File: config.mk
export PLATFORM = sky130hd
export DESIGN_NAME = tdm_demux4_rx
export DESIGN_NICKNAME = d
export VERILOG_FILES = /design/src/rtl/tdm_demux4_rx.sv
export SDC_FILE = /design/constraint.sdc
export NUM_CORES = 1
export LEC_CHECK = 0
export ABC_CLOCK_PERIOD_IN_PS = 2400
export BUFFER_PORTS_ARGS = -buffer_cell sky130_fd_sc_hd__buf_2
export CAP_MARGIN = 0
export CORE_MARGIN = 5
export CORE_UTILIZATION = 59
export CTS_BUF_LIST = sky130_fd_sc_hd__clkbuf_4
export DETAILED_ROUTE_END_ITERATION = 8
export HOLD_SLACK_MARGIN = 0.1
export MAX_ROUTING_LAYER = met4
export PLACE_DENSITY_LB_ADDON = 0.05
export SLEW_MARGIN = 20
export SYNTH_ARGS = -nofsm -noshare
export SYNTH_HDL_FRONTEND = slang
export SYNTH_SLANG_ARGS = --single-unit
File: constraint.sdc
create_clock -name clk -period 2.4 [get_ports clk]
set_clock_uncertainty 0.2 [all_clocks]
set_input_delay 0.24 -clock clk [delete_from_list [all_inputs] [get_ports clk]]
set_output_delay 0.24 -clock clk [all_outputs]
set_load 0.005 [all_outputs]
File: src/rtl/tdm_demux4_rx.sv
// 4-slot bit-interleaved TDM receiver: splits one serial stream
// into four DATA_W-bit channel words, MSB first.
module tdm_demux4_rx #(
  parameter int DATA_W = 8
) (
  input  logic              clk,
  input  logic              rst,
  input  logic              din,
  input  logic              din_valid,
  input  logic              frame_sync,
  output logic [DATA_W-1:0] q0,
  output logic [DATA_W-1:0] q1,
  output logic [DATA_W-1:0] q2,
  output logic [DATA_W-1:0] q3,
  output logic [3:0]        q_valid,
  output logic [1:0]        slot,
  output logic              locked,
  output logic              sync_err
);

  localparam int SW = DATA_W - 1;
  localparam int CW = $clog2(DATA_W);
  localparam logic [CW-1:0] LAST = CW'(DATA_W - 1);

  typedef enum logic {
    HUNT   = 1'b0,
    LOCKED = 1'b1
  } state_t;

  state_t            state_q, state_d;
  logic [1:0]        slot_q, slot_d;
  logic [CW-1:0]     cnt_q, cnt_d;
  logic [SW-1:0]     sh_q [4];
  logic [SW-1:0]     sh_d [4];
  logic [DATA_W-1:0] qw_q [4];
  logic [DATA_W-1:0] qw_d [4];
  logic [3:0]        qv_q, qv_d;
  logic              err_q, err_d;

  logic [DATA_W-1:0] word;
  logic              aligned;

  // shift register holds the upper bits; the live bit completes the word
  assign word    = {sh_q[slot_q], din};
  assign aligned = (state_q == LOCKED) && (slot_q == 2'd0)
                   && (cnt_q == '0);

  always_comb begin
    state_d = state_q;
    slot_d  = slot_q;
    cnt_d   = cnt_q;
    sh_d    = sh_q;
    qw_d    = qw_q;
    qv_d    = '0;
    err_d   = 1'b0;
    if (din_valid) begin
      if (frame_sync && !aligned) begin
        err_d = (state_q == LOCKED);
        for (int k = 0; k < 4; k++) sh_d[k] = '0;
        sh_d[0] = SW'(din);
        state_d = LOCKED;
        slot_d  = 2'd1;
        cnt_d   = '0;
      end else if (state_q == LOCKED) begin
        sh_d[slot_q] = word[SW-1:0];
        slot_d       = slot_q + 2'd1;
        if (cnt_q == LAST) begin
          qw_d[slot_q] = word;
          qv_d[slot_q] = 1'b1;
        end
        if (slot_q == 2'd3) begin
          cnt_d = (cnt_q == LAST) ? '0 : cnt_q + CW'(1);
        end
      end
    end
  end

  always_ff @(posedge clk) begin
    if (rst) begin
      state_q <= HUNT;
      slot_q  <= '0;
      cnt_q   <= '0;
      sh_q    <= '{default: '0};
      qw_q    <= '{default: '0};
      qv_q    <= '0;
      err_q   <= 1'b0;
    end else begin
      state_q <= state_d;
      slot_q  <= slot_d;
      cnt_q   <= cnt_d;
      sh_q    <= sh_d;
      qw_q    <= qw_d;
      qv_q    <= qv_d;
      err_q   <= err_d;
    end
  end

  assign q0       = qw_q[0];
  assign q1       = qw_q[1];
  assign q2       = qw_q[2];
  assign q3       = qw_q[3];
  assign q_valid  = qv_q;
  assign slot     = slot_q;
  assign locked   = (state_q == LOCKED);
  assign sync_err = err_q;

endmodule

---- After elaboration in Yosys (flattened, before gate mapping) ----
Index checks and enable logic that the tools add are counted.
storage, ports and cells
  register bits ........................... 71
  bits in latches ......................... 0
  bits in writable memories ............... 0
  ROM bits ................................ 0
  bits of input ports ..................... 5
  output and inout bits ................... 40
  word-level logic and storage cells ...... 61
  memories kept ........................... 0
operators by class
  add/subtract/negate cells ............... 2
  $mul .................................... 0
  div/mod/pow operators ................... 0
  order comparisons ....................... 4
  equality and inequality tests ........... 2
  shift-type cells ........................ 0
  muxes and demuxes ....................... 19
  bitwise gates (word level) .............. 5
  reductions and logical operators ........ 16
operators with widths
  cell                                                        number
  2-to-1 mux 28 bit                                           2
  bitwise mux 32 bit                                          1
  bitwise mux 28 bit                                          1
  2-to-1 mux 7 bit                                            3
  demux 8 bit (select 2 bit)                                  1
  binary-select mux 7 bit (select 2 bit)                      1
  demux 7 bit (select 2 bit)                                  1
  2-to-1 mux 3 bit                                            4
  2-to-1 mux 8 bit                                            1
  logical AND 1 bit                                           5
  OR reduction 5 bit                                          1
  2-to-1 mux 2 bit                                            2
  inverter 1 bit                                              4
  AND reduction 2 bit                                         2
  AND reduction 4 bit                                         1
  nonzero test 2 bit                                          2
  adder 3 x 1 -> 3 bit, second input constant                 1
  equality test 3 bit, second input constant                  1
  greater-or-equal comparator 3 bit, second input constant    1
  logical NOT 3 bit                                           1
  less-than comparator 2 x 3 -> 1 bit, second input constant  1
  less-than comparator 3 x 1 -> 1 bit, second input constant  1
  inverter 2 -> 3 bit                                         1
  AND reduction 3 bit                                         1
  other kinds (8)                                             8

---- Longest topological paths before layout ----
  word-level depth ........................ 8
  gate-level depth with buffers ........... 8
  depth with buffers taken out ............ 5

---- Worst setup path after synthesis ----
No wires, ideal clock.
  path kind ............................... register to register
  start point ............................. register slot_q[1], in the netlist slot[1]
  end point ............................... register sh_q[6] in the netlist's numbering
  setup time .............................. 0.061 ns
  arrival time ............................ 1.931 ns
  data required time ...................... 2.139 ns
  setup slack ............................. 0.209 ns
  stages on the path, launching flop included .. 8
  path buffers ............................ 2
  clock period less this slack ............ 2.191 ns
  cells stage by stage .................... dfxtp_1 clkbuf_1 inv_1 ha_1 nand4b_4 buf_6 a2111oi_4 a221o_1
on the way
  longest elaborated chain between the ends .. 8
  elaborated cells on any way between the ends .. 19
  classes of those cells .................. 2 x order compare; 8 x mux; 1 x bitwise; 8 x reduce/logical
RTL lines
  element                                                                                                         RTL line  source
  from (decl)                                                                                                     31        logic [1:0] slot_q, slot_d;
  from (signal assigned)                                                                                          89        slot_q <= slot_d;
  inverter 2 -> 3 bit (not written as such)                                                                       44, 65
  greater-or-equal comparator 3 bit (not written as such) or less-than comparator 3 x 1 -> 1 bit (tied branches)  65        sh_d[slot_q] = word[SW-1:0];
  logical AND 1 bit (not written as such)                                                                         65
  2-to-1 mux 7 bit (not written as such)                                                                          65
  demux 7 bit (select 2 bit)                                                                                      65
  bitwise mux 28 bit                                                                                              65
  2-to-1 mux 28 bit                                                                                               64        end else if (state_q == LOCKED) begin
  2-to-1 mux 28 bit                                                                                               57        if (frame_sync && !aligned) begin
  to (signal assigned)                                                                                            83        sh_q <= '{default: '0};
  to (signal assigned)                                                                                            91        sh_q <= sh_d;
  to (decl)                                                                                                       33        logic [SW-1:0] sh_q [4];
Several ways; a longest one is shown, not always the timed one. The select of a mux whose other input is x is not followed.
A chain may end at the register's enable or synchronous reset.

---- Worst setup path in the final report ----
  start point ............................. register slot_q[0], in the netlist slot[0]
  end point ............................... register sh_q[6] in the netlist's numbering
Same word-level chain as after synthesis.

==> impl_metrics.env <==
export IMPL_status="completed"
export IMPL_start_util_pct=60.2
export IMPL_worstSetupStartpointType="register"
export IMPL_hold_depth=3
export IMPL_die_y_um=82.0
export IMPL_clk_latency_ps=420
export IMPL_cp_arrival_ps=2330
export IMPL_drc_errors=0
export IMPL_first_pass_iters=5
export IMPL_syn_nets=287
export IMPL_cp_required_ps=2560
export IMPL_grt_overflow=0
export IMPL_ir_drop_mv=0.484
export IMPL_ff2ff_path_depth=5
export IMPL_drt_iter0_drc=218
export IMPL_ff2ff_setup_slack_ps=230
export IMPL_placed_area_mm2=0.00336
export IMPL_diodes=0
export IMPL_holdCritStartpoint="frame_sync"
export IMPL_core_mm2=0.00507
export IMPL_final_max_slew_viol_count=0
export IMPL_yosysMostFrequentCell="dfxtp_1"
export IMPL_fin_nets=335
export IMPL_ys_seq_area_share_pct=46.5
export IMPL_syn_area_per_cell_um2=11.1
export IMPL_cts_sinks=71
export IMPL_grt_setup_unrepaired="no"
export IMPL_slew_headroom_pct=58.4
export IMPL_path_class="register to register"
export IMPL_grt_pass1_vias=2371
export IMPL_swShare_pct=26.3
export IMPL_via_per_inst=6.33
export IMPL_wl_per_cell_um=19.1
export IMPL_p_int_uw=1550
export IMPL_final_cell_area_mm2=0.00354
export IMPL_area_delta_synth_final_pct=15.7
export IMPL_ant_nets=0
export IMPL_fmax_mhz=460
export IMPL_finalWeightedCongestion=0.850
export IMPL_fp_dieW_um=82.0
export IMPL_setup_slack_ps=228
export IMPL_synth_top_cell_area_share_pct=46.5
export IMPL_row_count=26
export IMPL_vias=2512
export IMPL_p_switching_uw=553
export IMPL_period_share_pct=90.5
export IMPL_cts_made_buffers=9
export IMPL_clock_path_buffers=2
export IMPL_synth_area_mm2=0.00306
export IMPL_synth_area_leaders="dfxtp_1 47%, a32o_1 9.5%, and3_1 7.4%"
export IMPL_yosysWarnings=0
export IMPL_synth_edf_count=0
export IMPL_crit_path_max_fanout=12
export IMPL_setup_violations=0
export IMPL_ys_top_cells_by_count="71 x dfxtp_1, 36 x and3_1, 29 x a32o_1"
export IMPL_grt_total_usage_pct=25.3
export IMPL_p_leak_uw=0.00158
export IMPL_setup_tns_ps=0
export IMPL_cts_max_level=3
export IMPL_min_to="q_valid[1]"
export IMPL_worstHoldPathType="input port to register"
export IMPL_grt_pass1_wl_mm=12.4
export IMPL_boundaryPins=45
export IMPL_post_place_ws_ps=217
export IMPL_synthAdderAreaFrac_pct=2.87
export IMPL_antenna_found_initial=0
export IMPL_clk_pin_slew_worst_paths_ps=120
export IMPL_synth_ff_type="dfxtp_1"
export IMPL_routed_wl_mm=7.58
export IMPL_synth_xor_area_share_pct=0
export IMPL_ys_ff_latch=71
export IMPL_end_kind="register"
export IMPL_yosys_area_share_simple_pct=12.9
export IMPL_r2r_end="sh_q[6]"
export IMPL_hold_viol_final=0
export IMPL_yosys_mux_area_fraction_pct=6.47
export IMPL_hpwl_mm=5.09
export IMPL_cts_tree="built"
export IMPL_grt_start_max_net_pins=56
export IMPL_ys_async_sr_fraction_pct=0
export IMPL_cap_violations=0
export IMPL_pwr_share_clk_pct=36.3
export IMPL_cts_root_buf="clkbuf_4"
export IMPL_tightestPinTransition_ps=625
export IMPL_numPortBuffers=44
export IMPL_seq_power_share_pct=56.5
export IMPL_cp_startpoint="slot[0]"
export IMPL_reg2reg_from="slot[0]"
export IMPL_min_period_ps=2170
export IMPL_synth_top_area_cell="dfxtp_1"
export IMPL_drive_gt1_share_pct=27.5
export IMPL_power_frac_comb_pct=7.2
export IMPL_die_area_mm2=0.00672
export IMPL_synth_compound_area_share_pct=26.4
export IMPL_synth_top_family_by_area="compound AO/OA/AOI/OAI gates"
export IMPL_power_density_mw_per_mm2=594
export IMPL_synth_cells=275
export IMPL_post_cts_buffers=0
export IMPL_yosysUniqueCellTypes=36
export IMPL_ctsResizeCount=0
## registers in the layout (all words and copies together) (netlist names)
signal    flops
cnt_q         3
locked        1
q0            8
q1            8
q2            8
q3            8
q_valid       4
sh_q         28
slot          2
sync_err      1
## placed cells by master, fill, tap and decap left out, types with 5 or more instances in the layout
cell type	netlist	layout
and3_1	36	36
clkbuf_4	0	9
inv_1	10	9
dfxtp_1	71	71
nand2_1	11	11
a221o_1	18	18
mux4_2	7	7
a22o_1	6	6
ha_1	7	7
a21o_1	5	5
buf_4	1	14
buf_2	5	44
a32o_1	29	29
## worst max path at each step
stage,endpoint,depth (start not counted)
after detailed placement,sh_q[6],5
after global placement,sh_q[6],5
after global routing,sh_q[6],5
final,sh_q[6],5
after CTS,sh_q[6],5
after floorplan,sh_q[6],7
## stage by stage
| step | cells | hold WS, ps | power (uW) | utilization (%) |
|---|---|---|---|---|
| 2_1_floorplan | 275 | 157 | 1320 | - |
| 3_3_place_gp | 378 | 244 | 1350 | 66.1 |
| 3_5_place_dp | 378 | 249 | 1360 | 66.1 |
| 4_1_cts | 397 | 151 | 2110 | 69.7 |
| 5_1_grt | 397 | 169 | 2180 | 69.7 |
| 6_report | 397 | 176 | 2100 | 69.7 |
## critical path: stages (launching register included)
cell       delay [ps]
dfxtp_1           330
inv_1              80
ha_1              300
nand4b_4          270
a2111oi_4         660
a221o_1           270
## power by group through the flow
stage / clock [uW] / sequential (uW) / combinational [uW]
4_1_cts: 776 / 1190 / 148
3_5_place_dp: 0 / 1210 / 143
5_1_grt: 830 / 1190 / 163
6_report: 764 / 1190 / 150
2_1_floorplan: 0 / 1210 / 102
3_3_place_gp: 0 / 1210 / 140
## cell families after synthesis
group / count (synthesis)
adders and majority gates: 7
DFF: 71
buffers and inverters: 35
muxes: 11
AOI/OAI and AO/OA: 85
and+or+nand+nor: 66
## timing repair
| item | 4_1_cts | 5_1_grt |
|---|---|---|
| hold buffers | 4 | 0 |
| endpoints found under the setup margin | 0 | 1 |
| endpoints found under the hold margin | 12 | 0 |
## area by class of cell
type | count | area (um2)
multi-input cells | 169 | 1490
repair buffers | 62 | 365
fillers | 413 | 1540
clock inverters | 6 | 71.3
clock buffers | 9 | 67.6
flip-flops and latches | 71 | 1420
well taps | 70 | 87.6
inverters | 10 | 37.5
## layer usage
layer  share of wire [%]  global-route usage [%]
met5                   0                       -
met4                 1.6                    7.31
met2                  46                    37.1
met3                 5.9                    6.91
met1                  47                    34.3
Note: power is estimated with default switching activity, not from simulation.
